File: config.mk
export PLATFORM = sky130hd
export DESIGN_NAME = router_fsm_flat
export DESIGN_NICKNAME = d
export VERILOG_FILES = /design/src/rtl/router_fsm_if.sv /design/src/rtl/router_fsm.sv /design/src/flat_wrapper.sv
export SDC_FILE = /design/constraint.sdc
export NUM_CORES = 1
export LEC_CHECK = 0
export CAP_MARGIN = 10
export CORE_UTILIZATION = 35
export CTS_CLUSTER_SIZE = 40
export DETAILED_ROUTE_END_ITERATION = 16
export GPL_TIMING_DRIVEN = 0
export PLACE_DENSITY = 0.68
export SETUP_SLACK_MARGIN = 0.2
export SYNTH_ARGS = -nofsm -noshare
export SYNTH_HDL_FRONTEND = slang
export SYNTH_SLANG_ARGS = --single-unit
export TNS_END_PERCENT = 5
File: constraint.sdc
create_clock -name clock -period 1.5 [get_ports clock]
set_input_delay 0.45 -clock clock [delete_from_list [all_inputs] [get_ports clock]]
set_output_delay 0.45 -clock clock [all_outputs]
set_load 0.01 [all_outputs]
File: src/rtl/router_fsm_if.sv
// Router write-path control bundle.
// Groups everything between the router FSM and its surroundings except
// clock/reset: the source handshake (pkt_valid, data_in), FIFO status
// (fifo_full, fifo_empty_*), per-port soft resets, register-block status
// (parity_done, low_pkt_valid) and the FSM's state/strobe outputs.
//   slave  : the FSM side (consumes status, drives strobes)
//   master : the environment side (drives status, observes strobes)
interface router_fsm_if #(
  parameter int ADDR_W = 2
);
  logic              pkt_valid;
  logic [ADDR_W-1:0] data_in;
  logic              fifo_full;
  logic              fifo_empty_0;
  logic              fifo_empty_1;
  logic              fifo_empty_2;
  logic              soft_reset_0;
  logic              soft_reset_1;
  logic              soft_reset_2;
  logic              parity_done;
  logic              low_pkt_valid;

  logic              detect_add;
  logic              lfd_state;
  logic              ld_state;
  logic              laf_state;
  logic              full_state;
  logic              write_enb_reg;
  logic              rst_int_reg;
  logic              busy;

  modport slave (
    input  pkt_valid, data_in, fifo_full,
    input  fifo_empty_0, fifo_empty_1, fifo_empty_2,
    input  soft_reset_0, soft_reset_1, soft_reset_2,
    input  parity_done, low_pkt_valid,
    output detect_add, lfd_state, ld_state, laf_state, full_state,
    output write_enb_reg, rst_int_reg, busy
  );

  modport master (
    output pkt_valid, data_in, fifo_full,
    output fifo_empty_0, fifo_empty_1, fifo_empty_2,
    output soft_reset_0, soft_reset_1, soft_reset_2,
    output parity_done, low_pkt_valid,
    input  detect_add, lfd_state, ld_state, laf_state, full_state,
    input  write_enb_reg, rst_int_reg, busy
  );
endinterface

File: src/rtl/router_fsm.sv
// Packet-level controller for the 1x3 router write path.
// Decodes the destination of each header, sequences header/payload/parity
// writes into the selected FIFO, and handles FIFO-full stalls, waits for a
// busy destination and per-port soft-reset timeouts.
// Ports:
//   clock  : system clock, rising edge
//   resetn : asynchronous active-low reset
//   bus    : router_fsm_if.slave (handshake, FIFO status, strobes)
//
// state              | meaning
// -------------------+----------------------------------------------------
// DECODE_ADDRESS     | idle, waiting for a header with a valid destination
// LOAD_FIRST_DATA    | header byte written, FIFO tags it as first byte
// LOAD_DATA          | payload bytes written every cycle
// FIFO_FULL_STATE    | destination FIFO full, writes held off
// LOAD_AFTER_FULL    | byte held during the stall is written
// LOAD_PARITY        | parity byte written
// CHECK_PARITY_ERROR | parity compare, internal parity registers cleared
// WAIT_TILL_EMPTY    | destination still draining a previous packet
module router_fsm #(
  parameter int ADDR_W = 2
) (
  input  logic        clock,
  input  logic        resetn,
  router_fsm_if.slave bus
);

  typedef enum logic [2:0] {
    DECODE_ADDRESS     = 3'd0,
    LOAD_FIRST_DATA    = 3'd1,
    LOAD_DATA          = 3'd2,
    FIFO_FULL_STATE    = 3'd3,
    LOAD_AFTER_FULL    = 3'd4,
    LOAD_PARITY        = 3'd5,
    CHECK_PARITY_ERROR = 3'd6,
    WAIT_TILL_EMPTY    = 3'd7
  } state_t;

  state_t            state;
  state_t            state_nxt;
  logic [ADDR_W-1:0] addr_q;

  // Padded to four entries so address 3 selects a constant 0 instead of
  // indexing out of range.
  logic [3:0] empty_vec;
  logic [3:0] soft_vec;
  logic       addr_ok;
  logic       empty_in;
  logic       empty_q;
  logic       soft_q;

  assign empty_vec = {1'b0, bus.fifo_empty_2, bus.fifo_empty_1, bus.fifo_empty_0};
  assign soft_vec  = {1'b0, bus.soft_reset_2, bus.soft_reset_1, bus.soft_reset_0};
  assign addr_ok   = (bus.data_in < ADDR_W'(3));
  assign empty_in  = empty_vec[bus.data_in[1:0]];
  assign empty_q   = empty_vec[addr_q[1:0]];
  assign soft_q    = soft_vec[addr_q[1:0]];

  always_ff @(posedge clock or negedge resetn) begin
    if (!resetn) begin
      state  <= DECODE_ADDRESS;
      addr_q <= '0;
    end else begin
      state <= state_nxt;
      if (state == DECODE_ADDRESS && state_nxt != DECODE_ADDRESS) begin
        addr_q <= bus.data_in;
      end
    end
  end

  always_comb begin
    state_nxt = state;
    case (state)
      DECODE_ADDRESS: begin
        if (bus.pkt_valid && addr_ok) begin
          state_nxt = empty_in ? LOAD_FIRST_DATA : WAIT_TILL_EMPTY;
        end
      end
      LOAD_FIRST_DATA: state_nxt = LOAD_DATA;
      LOAD_DATA: begin
        // Full wins over pkt_valid falling: the current byte must not be lost.
        if (bus.fifo_full)       state_nxt = FIFO_FULL_STATE;
        else if (!bus.pkt_valid) state_nxt = LOAD_PARITY;
      end
      FIFO_FULL_STATE: begin
        if (!bus.fifo_full) state_nxt = LOAD_AFTER_FULL;
      end
      LOAD_AFTER_FULL: begin
        if (bus.parity_done)        state_nxt = DECODE_ADDRESS;
        else if (bus.low_pkt_valid) state_nxt = LOAD_PARITY;
        else                        state_nxt = LOAD_DATA;
      end
      LOAD_PARITY: state_nxt = CHECK_PARITY_ERROR;
      CHECK_PARITY_ERROR: begin
        state_nxt = bus.fifo_full ? FIFO_FULL_STATE : DECODE_ADDRESS;
      end
      WAIT_TILL_EMPTY: begin
        if (empty_q) state_nxt = LOAD_FIRST_DATA;
      end
      default: state_nxt = DECODE_ADDRESS;
    endcase
    // A timeout on the port in use abandons the packet from any busy state.
    if (state != DECODE_ADDRESS && soft_q) begin
      state_nxt = DECODE_ADDRESS;
    end
  end

  always_comb begin
    bus.detect_add    = (state == DECODE_ADDRESS);
    bus.lfd_state     = (state == LOAD_FIRST_DATA);
    bus.ld_state      = (state == LOAD_DATA);
    bus.laf_state     = (state == LOAD_AFTER_FULL);
    bus.full_state    = (state == FIFO_FULL_STATE);
    bus.rst_int_reg   = (state == CHECK_PARITY_ERROR);
    bus.write_enb_reg = (state == LOAD_DATA) || (state == LOAD_AFTER_FULL) ||
                        (state == LOAD_PARITY);
    bus.busy          = !((state == DECODE_ADDRESS) || (state == LOAD_DATA));
  end

endmodule

File: src/flat_wrapper.sv
// flat-port wrapper written by rule: the top's interface ports become plain ports
module router_fsm_flat 
#(
  parameter int ADDR_W = 2
)
  (clock, resetn, bus_pkt_valid, bus_data_in, bus_fifo_full, bus_fifo_empty_0, bus_fifo_empty_1, bus_fifo_empty_2, bus_soft_reset_0, bus_soft_reset_1, bus_soft_reset_2, bus_parity_done, bus_low_pkt_valid, bus_detect_add, bus_lfd_state, bus_ld_state, bus_laf_state, bus_full_state, bus_write_enb_reg, bus_rst_int_reg, bus_busy);
  router_fsm_if #(.ADDR_W(ADDR_W)) bus_i ();
  input  logic clock;
  input  logic resetn;
  input wire logic [$bits(bus_i.pkt_valid)-1:0] bus_pkt_valid;
  input wire logic [$bits(bus_i.data_in)-1:0] bus_data_in;
  input wire logic [$bits(bus_i.fifo_full)-1:0] bus_fifo_full;
  input wire logic [$bits(bus_i.fifo_empty_0)-1:0] bus_fifo_empty_0;
  input wire logic [$bits(bus_i.fifo_empty_1)-1:0] bus_fifo_empty_1;
  input wire logic [$bits(bus_i.fifo_empty_2)-1:0] bus_fifo_empty_2;
  input wire logic [$bits(bus_i.soft_reset_0)-1:0] bus_soft_reset_0;
  input wire logic [$bits(bus_i.soft_reset_1)-1:0] bus_soft_reset_1;
  input wire logic [$bits(bus_i.soft_reset_2)-1:0] bus_soft_reset_2;
  input wire logic [$bits(bus_i.parity_done)-1:0] bus_parity_done;
  input wire logic [$bits(bus_i.low_pkt_valid)-1:0] bus_low_pkt_valid;
  output wire logic [$bits(bus_i.detect_add)-1:0] bus_detect_add;
  output wire logic [$bits(bus_i.lfd_state)-1:0] bus_lfd_state;
  output wire logic [$bits(bus_i.ld_state)-1:0] bus_ld_state;
  output wire logic [$bits(bus_i.laf_state)-1:0] bus_laf_state;
  output wire logic [$bits(bus_i.full_state)-1:0] bus_full_state;
  output wire logic [$bits(bus_i.write_enb_reg)-1:0] bus_write_enb_reg;
  output wire logic [$bits(bus_i.rst_int_reg)-1:0] bus_rst_int_reg;
  output wire logic [$bits(bus_i.busy)-1:0] bus_busy;
  assign bus_i.pkt_valid = bus_pkt_valid;
  assign bus_i.data_in = bus_data_in;
  assign bus_i.fifo_full = bus_fifo_full;
  assign bus_i.fifo_empty_0 = bus_fifo_empty_0;
  assign bus_i.fifo_empty_1 = bus_fifo_empty_1;
  assign bus_i.fifo_empty_2 = bus_fifo_empty_2;
  assign bus_i.soft_reset_0 = bus_soft_reset_0;
  assign bus_i.soft_reset_1 = bus_soft_reset_1;
  assign bus_i.soft_reset_2 = bus_soft_reset_2;
  assign bus_i.parity_done = bus_parity_done;
  assign bus_i.low_pkt_valid = bus_low_pkt_valid;
  assign bus_detect_add = bus_i.detect_add;
  assign bus_lfd_state = bus_i.lfd_state;
  assign bus_ld_state = bus_i.ld_state;
  assign bus_laf_state = bus_i.laf_state;
  assign bus_full_state = bus_i.full_state;
  assign bus_write_enb_reg = bus_i.write_enb_reg;
  assign bus_rst_int_reg = bus_i.rst_int_reg;
  assign bus_busy = bus_i.busy;
  router_fsm #(.ADDR_W(ADDR_W)) u_core (.clock(clock), .resetn(resetn), .bus(bus_i));
endmodule
==> impl_metrics.toml, run 1 <==
[placement]
placedCellCount = 86
dp_slack_ns = -0.4066
hpwl_um = 903.4
io_buffer_count = 21
place_congestion = 0.7526

[power_and_ir_drop]
p_leak_nw = 0.3439
p_seq_share_pct = 18.4
switching_power_uw = 586.9
p_clk_share_pct = 10.4
powerDensity_nw_per_um2 = 1857
p_int_uw = 858.4
sw_frac_of_total_pct = 40.61
ir_drop_mv = 1.102
pwr-share-comb_pct = 71.3

[die]
io_pins = 22
rows = 12
initial_utilization_pct = 39.98
die_area_um2 = 1506
die_h_um = 38.81
fp.dieW_um = 38.81
coreArea_um2 = 1186

[clock_tree]
ctsHoldBuffers = 0
clock_sinks = 5
root_buffer = "clkbuf_4"
htree_levels = 1
clock_latency_ns = 0.23
cts_buffer_depth = 2
clkTransAtPathRegs_ns = 0.04
cts_buffers = 3
tritoncts = "yes"

[synthesis]
synth-edff-count = 0
syn_avg_cell_area_um2 = 9.298
ys_async_sr_fraction_pct = 100.0
syn_area_um2 = 474.2
synth.distinct_cells = 28
ys.warnings.count = 0
syn_nets = 65
ys_ff_latch = 5
syn_inst = 51
synth-main-ff-cell = "dfrtp_1"
synth_seq_area_share_pct = 26.39

[worst_setup_path]
r2r_start = "u_core.state[0]"
cp-start-kind = "flip-flop"
endpoint_kind = "output pin"
slowest_delay_ns = 0.37
critPathMaxFanout = 5
path_class = "reg2out"
startpoint = "u_core.state[0]"
critical_path_required_ns = 1.05
endpoint = "bus_write_enb_reg"
reg2reg_to = "u_core.state[0]"
crit_chain = "buf_6 > or2_4 > nor2_4 > a21o_2 > buf_6"
arrival_ns = 1.25
r2r_cells = 6
r2r_slack_ns = 0.12
slowest_stage = "dfrtp_1"
worst_path_most_repeated_cell = "buf_6"

[routing]
finalWirelength_um = 1174
vias_per_cell = 5.253
drcViolationCount = 0
vias = 499
ant_nets = 0
drtIter0Drc = 4
post_drt_wl_per_cell_um = 12.36
firstDrtPassIters = 2

[run_status]
violations = "negative setup slack"
status = "complete, but fails checks"

[timing]
setup_tns_ns = -1.010
rsz0062_at_grt = "yes"
skew_ns = 0.003238
slew_headroom_pct = 78.40
hold_ws_ns = 0.4304
slew_violations = 0
min_period_ns = 1.701
fmaxAchievable_ghz = 0.5878
setup_slack_ns = -0.2012
setup-violations-final = 8
timing.final.crit_share_pct = 113.4
hold_viol = 0
worst-slew-pin-transition_ns = 0.3237

[finish]
synthToLayoutAreaGrowth_pct = 64.12
n_fill_cell = 127
fin_nets = 96
final_cells = 95
drive_gt1_share_pct = 46.91
antennaDiodeCount = 0

[min_path]
hold_class = "in2async"

[global_routing]
grt_max_degree = 11
grt.overflow.total = 0
grt_pass1_wl_um = 2063
track_usage_pct = 20.62
grt_pass1_vias = 481
antenna_found_initial = 0

[flow_run]
cap_violations = 0
[cell families after synthesis]
group,Yosys count,synth area share (%)
compound gates,20,31.13
flops,5,26.39
mux,4,8.444
buf+inv,5,8.178
simple gates,17,25.86
[layout by cell type, fill, tap and decap left out]
master           instances
a211o_2                  1
a21o_1                   1
a21o_2                   1
a21oi_1                  3
a21oi_2                  2
a22oi_2                  1
and2_1                   1
and2_2                   1
buf_2                    6
buf_4                    4
buf_6                    5
clkbuf_1                 1
clkbuf_4                 3
clkdlybuf4s15_1          1
clkdlybuf4s50_1          9
clkinv_4                 1
dfrtp_1                  5
dlygate4sd2_1            4
inv_2                    1
mux2i_1                  4
nand2_2                  1
nand2b_1                 1
nand3b_1                 2
nor2_1                   2
nor2_2                   1
nor2_4                   1
nor2b_4                  1
nor3_4                   1
nor3b_1                  1
nor3b_2                  3
o2111ai_1                1
o21a_1                   1
o21ai_0                  5
o21bai_1                 1
o221ai_2                 1
o22a_2                   2
or2_4                    1
[worst min path at each step]
stage	start	end	slack, ns
final	resetn	u_core.state[0]	0.43
after global routing	resetn	u_core.state[0]	0.44
after CTS	resetn	u_core.state[0]	0.43
after detailed placement	u_core.addr_q[0]	u_core.addr_q[0]	0.59
after global placement	u_core.addr_q[0]	u_core.addr_q[0]	0.59
after floorplan	resetn	u_core.addr_q[0]	0.15
[final cells by class]
type                    instances  area (µm²)  area share, %
plain buffers                   3       33.78          4.341
clock buffers                   4       26.28          3.376
inverters                       2       12.51          1.608
multi-input cells              41       345.3          44.37
flip-flops and latches          5       125.1          16.08
well taps                      14       17.52          2.251
repair buffers                 26       217.7          27.97
[synth_stat cells (2+ instances only)]
cell type	n	area, µm²
buf_6	2	22.52
o22a_2	2	20.02
o21ai_0	5	25.02
mux2i_1	4	40.04
nand3b_1	2	15.01
dfrtp_1	5	125.1
nor2_1	4	15.01
nor3b_1	3	22.52
a21oi_1	5	25.02
[through the flow]
step | area (µm²) | util, % | power, mW
after floorplan | 481.7 | - | 0.8808
after global placement | 709.4 | 59.81 | 1.201
after detailed placement | 709.4 | 59.81 | 1.204
after CTS | 772.0 | 65.08 | 1.444
after global routing | 778.2 | 65.61 | 1.578
final | 778.2 | 65.61 | 1.445
[worst max-delay path: cells and delay by family, from the launching register on]
family | cells | cell delay (ns)
buf+inv | 2 | 0.22
flops | 1 | 0.37
compound gates | 1 | 0.10
simple gates | 2 | 0.33
[registers in the layout, indices dropped and copies added, names as in the netlist]
name,flops
u_core.addr_q,2
u_core.state,3
[power by group through the flow]
| stage | clock (mW) | combinational (mW) | sequential (mW) |
|---|---|---|---|
| 6_report | 0.150 | 1.03 | 0.266 |
| 5_1_grt | 0.174 | 1.12 | 0.282 |
| 4_1_cts | 0.157 | 1.02 | 0.266 |
| 3_5_place_dp | 0 | 0.938 | 0.265 |
| 3_3_place_gp | 0 | 0.937 | 0.264 |
| 2_1_floorplan | 0 | 0.632 | 0.249 |
[timing repair]
action,CTS,global route
gates resized for setup,44,2
endpoints found under the setup margin,11,13
pin swaps,7,5
setup buffers,5,0
[metal layers]
metal  vias up  wire, µm  track usage [%]
met2         7       556            30.83
met4         0         7            10.34
li1        249         -                -
met5         -         0                0
met1       241       581            27.02
met3         2        29            5.202
(Power assumes the default switching activity.)
==> run 2, diff against run 1 <==
Settings changed: GPL_ROUTABILITY_DRIVEN from default to 0.
Clock period 1.5 ns to 1.8 ns, I/O delays scaled along.
==> impl_metrics.toml, run 2 (same netlist as run 1, synthesis figures left out) <==
[run_status]
status = "complete, but fails checks"
violations = "negative setup slack"

[global_routing]
grt_max_degree = 11
grt_pass1_vias = 427
antenna_found_initial = 0
grt_pass1_wl_um = 1787
grt.overflow.total = 0
track_usage_pct = 17.77

[clock_tree]
tritoncts = "yes"
clock_latency_ns = 0.24
clock_sinks = 5
htree_levels = 1
cts_buffers = 3
clkTransAtPathRegs_ns = 0.04
cts_buffer_depth = 2
root_buffer = "clkbuf_4"

[die]
initial_utilization_pct = 39.98
rows = 12
die_area_um2 = 1506
coreArea_um2 = 1186
io_pins = 22
die_h_um = 38.81
fp.dieW_um = 38.81

[timing]
worst-slew-pin-transition_ns = 0.2599
min_period_ns = 1.808
slew_violations = 0
fmaxAchievable_ghz = 0.5530
rsz0062_at_grt = "yes"
setup-violations-final = 1
slew_headroom_pct = 82.66
hold_viol = 0
skew_ns = 0.001764
setup_slack_ns = -0.008165
timing.final.crit_share_pct = 100.5
hold_ws_ns = 0.5166
setup_tns_ns = -0.008165

[routing]
finalWirelength_um = 1096
drcViolationCount = 0
firstDrtPassIters = 4
drtIter0Drc = 6
vias_per_cell = 5.351
ant_nets = 0
vias = 503
post_drt_wl_per_cell_um = 11.66

[worst_setup_path]
worst_path_most_repeated_cell = "buf_6"
path_delay_family = "flip-flops"
path_class = "reg2out"
cp-start-kind = "flip-flop"
crit_buf_inv = 2
slowest_delay_ns = 0.39
crit_chain = "buf_6 > or2_4 > nor2_4 > a21o_2 > buf_6"
slowest_stage = "dfrtp_1"
arrival_ns = 1.27
endpoint_kind = "output pin"
critical_path_required_ns = 1.26
critPathMaxFanout = 6

[placement]
io_buffer_count = 21
hpwl_um = 832.3
dp_slack_ns = -0.2188

[finish]
drive_gt1_share_pct = 42.50
antennaDiodeCount = 0
regMostFlops = "u_core.state"
regArea_um2 = 125.1
layout_commonest_cell = "clkdlybuf4s50_1"
largest_reg_flops = 3
layout_common_cells = "clkdlybuf4s50_1, buf_2, o21ai_0, dfrtp_1"
top_regs = "u_core.state x3, u_core.addr_q x2"
multi_input_area_um2 = 329.1
final_util_pct = 63.71
fin_nets = 95
n_fill_cell = 107
synthToLayoutAreaGrowth_pct = 59.37

[power_and_ir_drop]
p_leak_nw = 0.3387
design_power_total_mw = 1.168
ir_drop_mv = 0.4982
powerDensity_nw_per_um2 = 1545

[min_path]
hold_class = "in2async"

[flow_run]
cap_violations = 0
-- run 2: cell count changes in the layout (fill, tap and decap cells not counted), sizes merged --
| cell | change |
|---|---|
| clkdlybuf4s15 | -1 |
| clkdlybuf4s50 | +3 |
| clkinv | -1 |
| dlygate4sd2 | -4 |
| dlymetal6s2s | +1 |
| inv | +1 |
-- run 2: worst register-to-register path: cells and delay by family (launching register included) --
family / cells / cell delay, ns
AO/OA/AOI/OAI: 3 / 0.45
flip-flops: 1 / 0.39
AND/OR/NAND/NOR: 1 / 0.25
buffers and inverters: 1 / 0.13
-- run 2: report_power, final --
group / switching, mW / total [mW] / leakage, nW / internal [mW]
clock: 0.0434 / 0.127 / 0.0150 / 0.0836
sequential: 0.0586 / 0.226 / 0.0618 / 0.168
combinational: 0.380 / 0.814 / 0.262 / 0.435
-- run 2: path summary, 6_finish.rpt --
| kind | start | endpoint | slack (ns) | cells after the start |
|---|---|---|---|---|
| min | resetn | u_core.addr_q[1] | 0.52 | 1 |
| max in group asynchronous | resetn | u_core.state[2] | 1.10 | 1 |
| max | u_core.state[0] | bus_write_enb_reg | -0.008 | 5 |
| min in group clock | u_core.addr_q[0] | u_core.addr_q[0] | 0.64 | 1 |
| min reg2reg | u_core.addr_q[0] | u_core.addr_q[0] | 0.64 | 1 |
| max reg2reg | u_core.state[0] | u_core.state[1] | 0.45 | 5 |
-- run 2: metal layers --
layer | up-vias | part of all wire (%) | global-route usage (%)
li1 | 251 | - | -
met3 | 2 | 4.7 | 3.468
met2 | 19 | 46 | 26.25
met1 | 231 | 48 | 23.59
met5 | - | 0 | 0
met4 | 0 | 1.5 | 10.34
-- run 2: final cells by class --
| class | count | share of cell area [%] |
|---|---|---|
| clock buffers | 4 | 3.477 |
| flip-flops and latches | 5 | 16.56 |
| plain buffers | 3 | 4.470 |
| multi-input cells | 41 | 43.54 |
| well taps | 14 | 2.318 |
| inverters | 2 | 1.987 |
| repair buffers | 25 | 27.65 |
-- run 2: per-stage QoR --
step                cell area [µm²]  instances
detailed placement            704.4         86
finish                        755.7         94
global placement              704.4         86
CTS                           743.2         94
global route                  755.7         94
floorplan                     476.7         51
-- run 2: repair_timing --
item                       CTS  global route
setup buffers                4             0
setup endpoints to repair    8            10
hold buffers                 0             0
pin swaps                    2             1
resized for setup           33             8
